`config.mk`:
```
export PLATFORM = sky130hd
export DESIGN_NAME = mvu_weight_streamer
export DESIGN_NICKNAME = d
export VERILOG_FILES = /design/src/rtl/mvu_weight_streamer.sv
export SDC_FILE = /design/constraint.sdc
export NUM_CORES = 1
export LEC_CHECK = 0
export BUFFER_PORTS_ARGS = -buffer_cell sky130_fd_sc_hd__buf_2
export CORE_MARGIN = 2
export CORE_UTILIZATION = 60
export CTS_CLUSTER_SIZE = 14
export DETAILED_ROUTE_END_ITERATION = 16
export GPL_ROUTABILITY_DRIVEN = 0
export GPL_TIMING_DRIVEN = 0
export PLACE_DENSITY_LB_ADDON = 0.12
export SETUP_SLACK_MARGIN = 0.1
export SYNTH_ARGS = -nofsm -noshare
export SYNTH_HDL_FRONTEND = slang
export SYNTH_SLANG_ARGS = --single-unit
```
`constraint.sdc`:
```
create_clock -name aclk -period 6.48 [get_ports aclk]
set_input_delay 0.324 -clock aclk [delete_from_list [all_inputs] [get_ports aclk]]
set_output_delay 0.324 -clock aclk [all_outputs]
set_load 0.1 [all_outputs]
```
`src/rtl/mvu_weight_streamer.sv`:
```
// mvu_weight_streamer: holds one weight matrix in a local RAM and replays it
// NumReps times per start on an AXI-stream master feeding the MVU weight input.
// A two-entry output buffer (head + skid) absorbs the one-cycle RAM read latency
// so the stream runs at one beat per cycle when the consumer is always ready.
module mvu_weight_streamer #(
  parameter int PE      = 2,
  parameter int SIMD    = 2,
  parameter int TW      = 1,
  parameter int MatrixW = 8,
  parameter int MatrixH = 2,
  parameter int NumReps = 3,
  localparam int SF     = MatrixW / SIMD,
  localparam int NF     = MatrixH / PE,
  localparam int DEPTH  = SF * NF,
  localparam int WW     = PE * SIMD * TW,
  localparam int AW     = (DEPTH > 1) ? $clog2(DEPTH) : 1
) (
  input  logic          aclk,
  input  logic          areset,
  input  logic          cfg_we,
  input  logic [AW-1:0] cfg_addr,
  input  logic [0:WW-1] cfg_wdata,
  output logic          cfg_ready,
  input  logic          start,
  output logic          busy,
  output logic          done,
  output logic [0:WW-1] m0_axis_tdata,
  output logic          m0_axis_tvalid,
  input  logic          m0_axis_tready
);

  localparam int RW = $clog2(NumReps + 1);
  localparam logic [AW:0]   DEPTH_L    = (AW+1)'(DEPTH);
  localparam logic [AW-1:0] LAST_ADDR  = AW'(DEPTH - 1);
  localparam logic [RW-1:0] LAST_REP   = RW'(NumReps - 1);

  typedef enum logic [0:0] {
    IDLE = 1'b0,
    RUN  = 1'b1
  } state_t;

  state_t        state_r;
  state_t        state_n_s;

  logic [0:WW-1] mem_r [0:DEPTH-1];
  logic [0:WW-1] ram_q_r;
  logic [0:WW-1] tdata_r;
  logic [0:WW-1] skid_r;
  logic          tvalid_r;
  logic          skid_valid_r;
  logic          inflight_r;
  logic          rd_done_r;
  logic          busy_r;
  logic          done_r;
  logic          cfg_ready_r;
  logic [AW-1:0] rd_addr_r;
  logic [RW-1:0] rep_r;

  logic          start_acc_s;
  logic          pop_s;
  logic          issue_s;
  logic          last_s;
  logic          wr_en_s;
  logic          addr_wrap_s;
  logic          rep_last_s;
  logic [2:0]    level_s;

  // Next-state and control decode: read issue gating, last-beat detection, start acceptance.
  always_comb begin
    state_n_s   = state_r;
    start_acc_s = 1'b0;
    issue_s     = 1'b0;
    last_s      = 1'b0;
    pop_s       = tvalid_r & m0_axis_tready;
    // Buffer occupancy after this cycle's pop, plus the read already in flight.
    level_s     = {2'b00, tvalid_r} + {2'b00, skid_valid_r} + {2'b00, inflight_r} - {2'b00, pop_s};
    addr_wrap_s = (rd_addr_r == LAST_ADDR);
    rep_last_s  = (rep_r == LAST_REP);
    wr_en_s     = cfg_we && (state_r == IDLE) && ({1'b0, cfg_addr} < DEPTH_L);
    case (state_r)
      IDLE: begin
        // A start coinciding with the done pulse is deliberately dropped.
        if (start && !done_r) begin
          state_n_s   = RUN;
          start_acc_s = 1'b1;
        end else begin
          state_n_s   = IDLE;
        end
      end
      RUN: begin
        if (!rd_done_r && (level_s < 3'd2)) begin
          issue_s = 1'b1;
        end else begin
          issue_s = 1'b0;
        end
        // The final beat is the head word once every read has landed and the skid is empty.
        if (pop_s && rd_done_r && !inflight_r && !skid_valid_r) begin
          last_s    = 1'b1;
          state_n_s = IDLE;
        end else begin
          last_s    = 1'b0;
          state_n_s = RUN;
        end
      end
      default: begin
        state_n_s = IDLE;
      end
    endcase
  end

  // State register.
  always_ff @(posedge aclk or posedge areset) begin
    if (areset) begin
      state_r <= IDLE;
    end else begin
      state_r <= state_n_s;
    end
  end

  // Status flags and read-address / repetition counters.
  always_ff @(posedge aclk or posedge areset) begin
    if (areset) begin
      busy_r      <= 1'b0;
      done_r      <= 1'b0;
      cfg_ready_r <= 1'b1;
      inflight_r  <= 1'b0;
      rd_done_r   <= 1'b0;
      rd_addr_r   <= '0;
      rep_r       <= '0;
    end else begin
      done_r     <= last_s;
      inflight_r <= issue_s;
      if (start_acc_s) begin
        busy_r      <= 1'b1;
        cfg_ready_r <= 1'b0;
      end else if (last_s) begin
        busy_r      <= 1'b0;
        cfg_ready_r <= 1'b1;
      end
      if (start_acc_s) begin
        rd_addr_r <= '0;
        rep_r     <= '0;
        rd_done_r <= 1'b0;
      end else if (issue_s) begin
        if (addr_wrap_s) begin
          rd_addr_r <= '0;
          rep_r     <= rep_r + RW'(1);
          if (rep_last_s) begin
            rd_done_r <= 1'b1;
          end
        end else begin
          rd_addr_r <= rd_addr_r + AW'(1);
        end
      end
    end
  end

  // Weight RAM: config writes in IDLE, synchronous read in RUN; contents survive reset.
  always_ff @(posedge aclk) begin
    if (wr_en_s) begin
      mem_r[cfg_addr] <= cfg_wdata;
    end
    if (issue_s) begin
      ram_q_r <= mem_r[rd_addr_r];
    end
  end

  // Two-entry output buffer: head drives the stream, skid catches a read landing during a stall.
  always_ff @(posedge aclk or posedge areset) begin
    if (areset) begin
      tdata_r      <= '0;
      tvalid_r     <= 1'b0;
      skid_r       <= '0;
      skid_valid_r <= 1'b0;
    end else begin
      if (pop_s) begin
        if (skid_valid_r) begin
          tdata_r <= skid_r;
          if (inflight_r) begin
            skid_r <= ram_q_r;
          end else begin
            skid_valid_r <= 1'b0;
          end
        end else if (inflight_r) begin
          tdata_r <= ram_q_r;
        end else begin
          tvalid_r <= 1'b0;
        end
      end else if (inflight_r) begin
        if (tvalid_r) begin
          skid_r       <= ram_q_r;
          skid_valid_r <= 1'b1;
        end else begin
          tdata_r  <= ram_q_r;
          tvalid_r <= 1'b1;
        end
      end
    end
  end

  assign m0_axis_tdata  = tdata_r;
  assign m0_axis_tvalid = tvalid_r;
  assign busy           = busy_r;
  assign done           = done_r;
  assign cfg_ready      = cfg_ready_r;

endmodule

```
### After elaboration in Yosys (flattened, before gate mapping)

Memory sizes are Yosys's and may differ from the RTL's. A register that Yosys moved wholly into a read port is not among the register bits.
Cells that the tools add are included.
W data, S select, Z words.

* mux-type cells: 42
* eq/ne operators: 6
* $add $sub $neg: 5
* bitwise logic cells: 2
* $lt $le $gt $ge: 1
* reduce and logical (&&, ||, !) cells: 23

Operators by type and width (count)
* $mux W4: 9
* $mux W1: 26
* $reduce_bool A2 Y1: 7
* $mux W2: 6
* $reduce_and A3 Y1: 4
* $logic_and A1 B1 Y1: 6
* $ne A2 B2 Y1 const B: 3
* $add A2 B1 Y2 const B: 2
* $eq A2 B2 Y1 const B: 2
* $logic_not A1 Y1: 4
* $reduce_and A2 Y1: 2
* $add A2 B1 Y3: 1
* $lt A3 B2 Y1 const B: 1
* $sub A3 B1 Y3: 1
* $add A1 B1 Y2: 1
* $ne A2 B1 Y1 const B: 1
* $pmux W1 S2: 1
* $and A1 B1 Y1: 1
* $not A1 Y1: 1

* word-level logic and storage cells: 92
* input port bits: 11
* output and inout bits: 8
* bits in registers: 20
* bits in writable memories: 16
* memories kept: 1

Memory list
* mem_r: depth 4, bits a word 4, read ports 1, clocked after Yosys merged registers in 1, write ports 1, RTL line 45 `logic [0:WW-1] mem_r [0:DEPTH-1];`

### Longest topological paths before layout

* word-level depth: 9
* gate-level depth with buffers: 7
* mapped depth without buffers: 7

### Worst setup path after synthesis

OpenSTA, ideal clock, no wires.

* path kind: register to register
* start: register tvalid_r, in the netlist m0_axis_tvalid
* end: register ram_q_r[0] in the netlist's numbering, read port of mem_r, enable pin
* stages on the path, launching flop included: 8
* required time: 6.208 ns
* buffers on the path: 0
* arrival: 2.536 ns
* clock period less this slack: 2.808 ns
* setup time: 0.272 ns
* slack: 3.672 ns
* path through: dfrtp_1 -> and2_2 -> ha_1 -> inv_1 -> ha_1 -> a21oi_1 -> mux2i_1 -> inv_1

* word-level cells in the longest chain between the ends: 7
* elaborated cells between the ends (all ways): 8
* those cells by class: 3 x add/sub; 1 x order compare; 2 x mux; 1 x bitwise; 1 x reduce/logical

RTL lines
* from (decl): RTL line 49 `logic tvalid_r;`
* from (signal assigned): RTL line 172 `tvalid_r <= 1'b0;`
* from (signal assigned): RTL line 187 `tvalid_r <= 1'b0;`
* from (signal assigned): RTL line 195 `tvalid_r <= 1'b1;`
* $add A1 B1 Y2: RTL line 76 `level_s = {2'b00, tvalid_r} + {2'b00, skid_valid_r} + {2'b00, inflight_r} - {2'b00, pop_s};`
* $add A2 B1 Y3: RTL line 76
* $sub A3 B1 Y3 (*): RTL line 76
* $lt A3 B2 Y1 (*): RTL line 91 `if (!rd_done_r && (level_s < 3'd2)) begin`
* $logic_and A1 B1 Y1 (*): RTL line 91
* $mux W1 (*): RTL line 91
* $mux W1 (*): RTL line 80 `case (state_r)`
* net issue_s: RTL line 61 `logic issue_s;`
* to (decl): RTL line 46 `logic [0:WW-1] ram_q_r;`

Mark *: on every way through the listed nets, which the timed path passes. The rest lies on a longest branch.
A chain may end at the register's enable or synchronous reset.

### Worst setup path in the final report

* start: register tvalid_r, in the netlist m0_axis_tvalid
* end: register ram_q_r[1] in the netlist's numbering, read port of mem_r, enable pin

The elaborated chain is that of the path after synthesis.

==> key figures <==
Outcome
  • Status: completed

Setup path
  • CP endpoint kind: flop
  • Type of origin of the critical path: flop
  • Setup CP Type: flop to flop
  • Worst R2R Start: m0_axis_tvalid
  • WP data arrival: about 2.5 ns
  • Worst Path Max Fanout: 8
  • Crit path from: m0_axis_tvalid
  • Worst EP required: 6.56 ns

Clocking
  • CTS Sinks: 40
  • CTS Hold Bufs: 0
  • CTS tree: yes
  • Clock slew at reported path FFs: roughly 0.11 ns
  • CTS Buffer Depth: 2
  • Clock Root Buffer: clkbuf_4
  • Htree depth: 2
  • Insertion delay to the later sink of the worst-skew pair: between 0.3 and 0.4 ns
  • Post-CTS sizing: 0
  • Post-CTS setup buffers: 0
  • CTS Buf Count: 5

GRT
  • Largest net degree at the start of global routing: 21
  • Initial antenna violation count: 0
  • Global-route wire length before repair: approximately 4.6 mm
  • Vias in the first global route: 1004
  • GRT Resource Usage Total: between 10% and 20%
  • GRT overflow: 0

Routing
  • Final wirelength: 2.65 mm
  • DRC Markers: 0
  • Routed WL per cell: between 15 and 20 um
  • Final ANT Viol Nets: 0
  • Vias per cell: ~5.7
  • DRT Pass-1 Iters: 6
  • DR vias: roughly 970
  • Starting DRT DRC Count: 53

Placed design
  • HPWL Detailed: about 2.0 mm
  • Placed Cells: between 150 and 200
  • IO buf count: 18
  • Placed Area: ~0.0018 mm2

Timing
  • Fin. Hold Viols: 0
  • Post-route clock period utilization: between 30 and 40%
  • Number of setup violations in the final report: 0
  • Slew @ Worst Pin: roughly 0.99 ns
  • Rel. slew slack: roughly 33%
  • F_max: roughly 420 MHz
  • Minimum clock period: around 2.4 ns
  • Setup TNS: 0 ns
  • Worst Clk Skew: around 0.01 ns
  • RSZ-0062 raised after global routing: false
  • Final slew viol count: 0

Yosys
  • XOR/XNOR Fraction of Synth Area: 0%
  • Mux share of post-synthesis cell area: 16.6%
  • Synth cell types: 28
  • Mapped Area: 0.00172 mm2
  • Synthesized Nets: 128
  • Area share of and/or/nand/nor cells after synthesis: 9.04%
  • Synth Area in Compound Gates: under 10%
  • Synth Warn #: 0
  • Post-Synth Adder-Cell Area: around 3.6%
  • #FFs+latches synth: 40
  • Mapped Cells: between 100 and 150
  • Main combinational cell family by area after synthesis: multiplexers
  • Sequential-to-total area share from yosys stat: between 60 and 70%
  • Mean Syn Cell Area: 15.3 um2

Layout
  • Seq. cell area: approximately 0.0011 mm2
  • Post-Layout Cell Count: about 170
  • Ant. Diodes: 0
  • Final Util: roughly 70%
  • Multi-input logic area: 563 um2
  • Fin nets: roughly 150
  • Final Cell Area: between 0.0015 and 0.002 mm2
  • # fillers: roughly 200
  • Area grow syn2layout: 11.5%
  • Share of layout cells above drive strength 1: between 30% and 40%

Die
  • Die width: about 57 um
  • FP Rows: 19
  • Die area: 0.00331 mm2
  • Die span in y: about 57 um
  • # IOs: 19
  • Core area: ~0.0027 mm2
  • Starting Density: ~63%

Flow run
  • Max_cap viols: 0

Hold path
  • Hold crit path type: primary input to async pin
-- placed cells by master, fill, tap and decap left out, drive strengths merged, types with 2 or more instances in the layout --
cell type / Yosys / final
buf: 2 / 20
and4b: 2 / 2
mux2i: 6 / 6
o21ai: 4 / 4
ha: 5 / 5
dfrtp: 19 / 19
edfxtp: 20 / 20
mux2: 12 / 12
mux4: 4 / 4
clkbuf: 1 / 9
a21oi: 3 / 3
nor4bb: 2 / 2
nor2b: 2 / 2
nand2: 7 / 7
inv: 10 / 10
-- logic make-up after synthesis --
logic type / Yosys count
flops: 40
simple gates: 22
mux: 22
buf+inv: 13
fa+ha+maj: 5
compound gates: 10
-- synthesized netlist by cell type --
master	number	area (um2)
edfxtp_1	20	601
dfrtp_1	19	475
mux2_2	12	135
inv_1	10	37.5
nand2_1	7	26.3
mux2i_1	6	60.1
ha_1	5	62.6
mux4_2	4	90.1
o21ai_0	4	20.0
a21oi_1	3	15.0
and4b_1	2	20.0
buf_2	2	10.0
nor2b_1	2	12.5
nor4bb_1	2	20.0
a21bo_2	1	10.0
and2_2	1	7.51
and3b_1	1	8.76
and4bb_2	1	12.5
clkbuf_1	1	3.75
dfstp_2	1	26.3
nand3_2	1	10.0
nand4_1	1	6.26
nor3b_1	1	7.51
nor4b_1	1	8.76
o211ai_1	1	7.51
o21a_1	1	7.51
or2_2	1	6.26
or3b_2	1	8.76
-- path summary, 6_finish.rpt --
| path | endpoint | slack, ns | cells past startpoint |
|---|---|---|---|
| setup / recovery | ram_q_r[1] | 4.09 | 7 |
| hold / removal | m0_axis_tvalid | 0.09 | 2 |
| setup reg to reg | ram_q_r[1] | 4.09 | 7 |
| hold reg to reg | cfg_ready | 0.47 | 2 |
| max in group asynchronous | state_r | 5.91 | 2 |
| min in group aclk | mem_r[0][3] | 0.18 | 1 |
-- state kept, by name, summed over array words and instances (netlist names) --
register	count
ram_q_r	4
rep_r	2
inflight_r	1
skid_r	4
m0_axis_tdata	4
skid_valid_r	1
cfg_ready	1
rd_done_r	1
rd_addr_r	2
done	1
busy	1
state_r	1
mem_r	16
m0_axis_tvalid	1
-- layout make-up --
cell class	instances	share of cell area, %
plain buffers	3	0.719
clock buffers	8	3.59
flip-flops and latches	40	57.6
well taps	31	2.03
multi-input cells	59	29.4
inverters	10	1.96
repair buffers	18	4.71
-- stage by stage --
stage	hold slack [ns]	worst slack [ns]
3_5_place_dp	0.455	4.07
5_1_grt	0.154	3.87
2_1_floorplan	0.287	3.67
4_1_cts	0.0978	4.05
3_3_place_gp	0.446	4.13
6_report	0.0918	4.09
-- critical path, stage by stage, from the launching register on --
cell and delay [ns]:
dfrtp_1 0.47, and2_2 0.24, ha_1 0.28, inv_1 0.04, ha_1 0.26, a21oi_1 0.26
mux2i_1 0.39, inv_1 0.19
-- metal layers --
metal,global-route usage [%],vias up,share of wire (%)
met2,31.5,18,52
met5,0,-,0
met4,12.0,0,3.0
met1,23.4,477,42
met3,5.44,8,3.3
li1,-,462,-
Power is left out: the tool's default activity adds up to more than one toggle a clock period on the data nets, which glitch-free logic cannot reach.
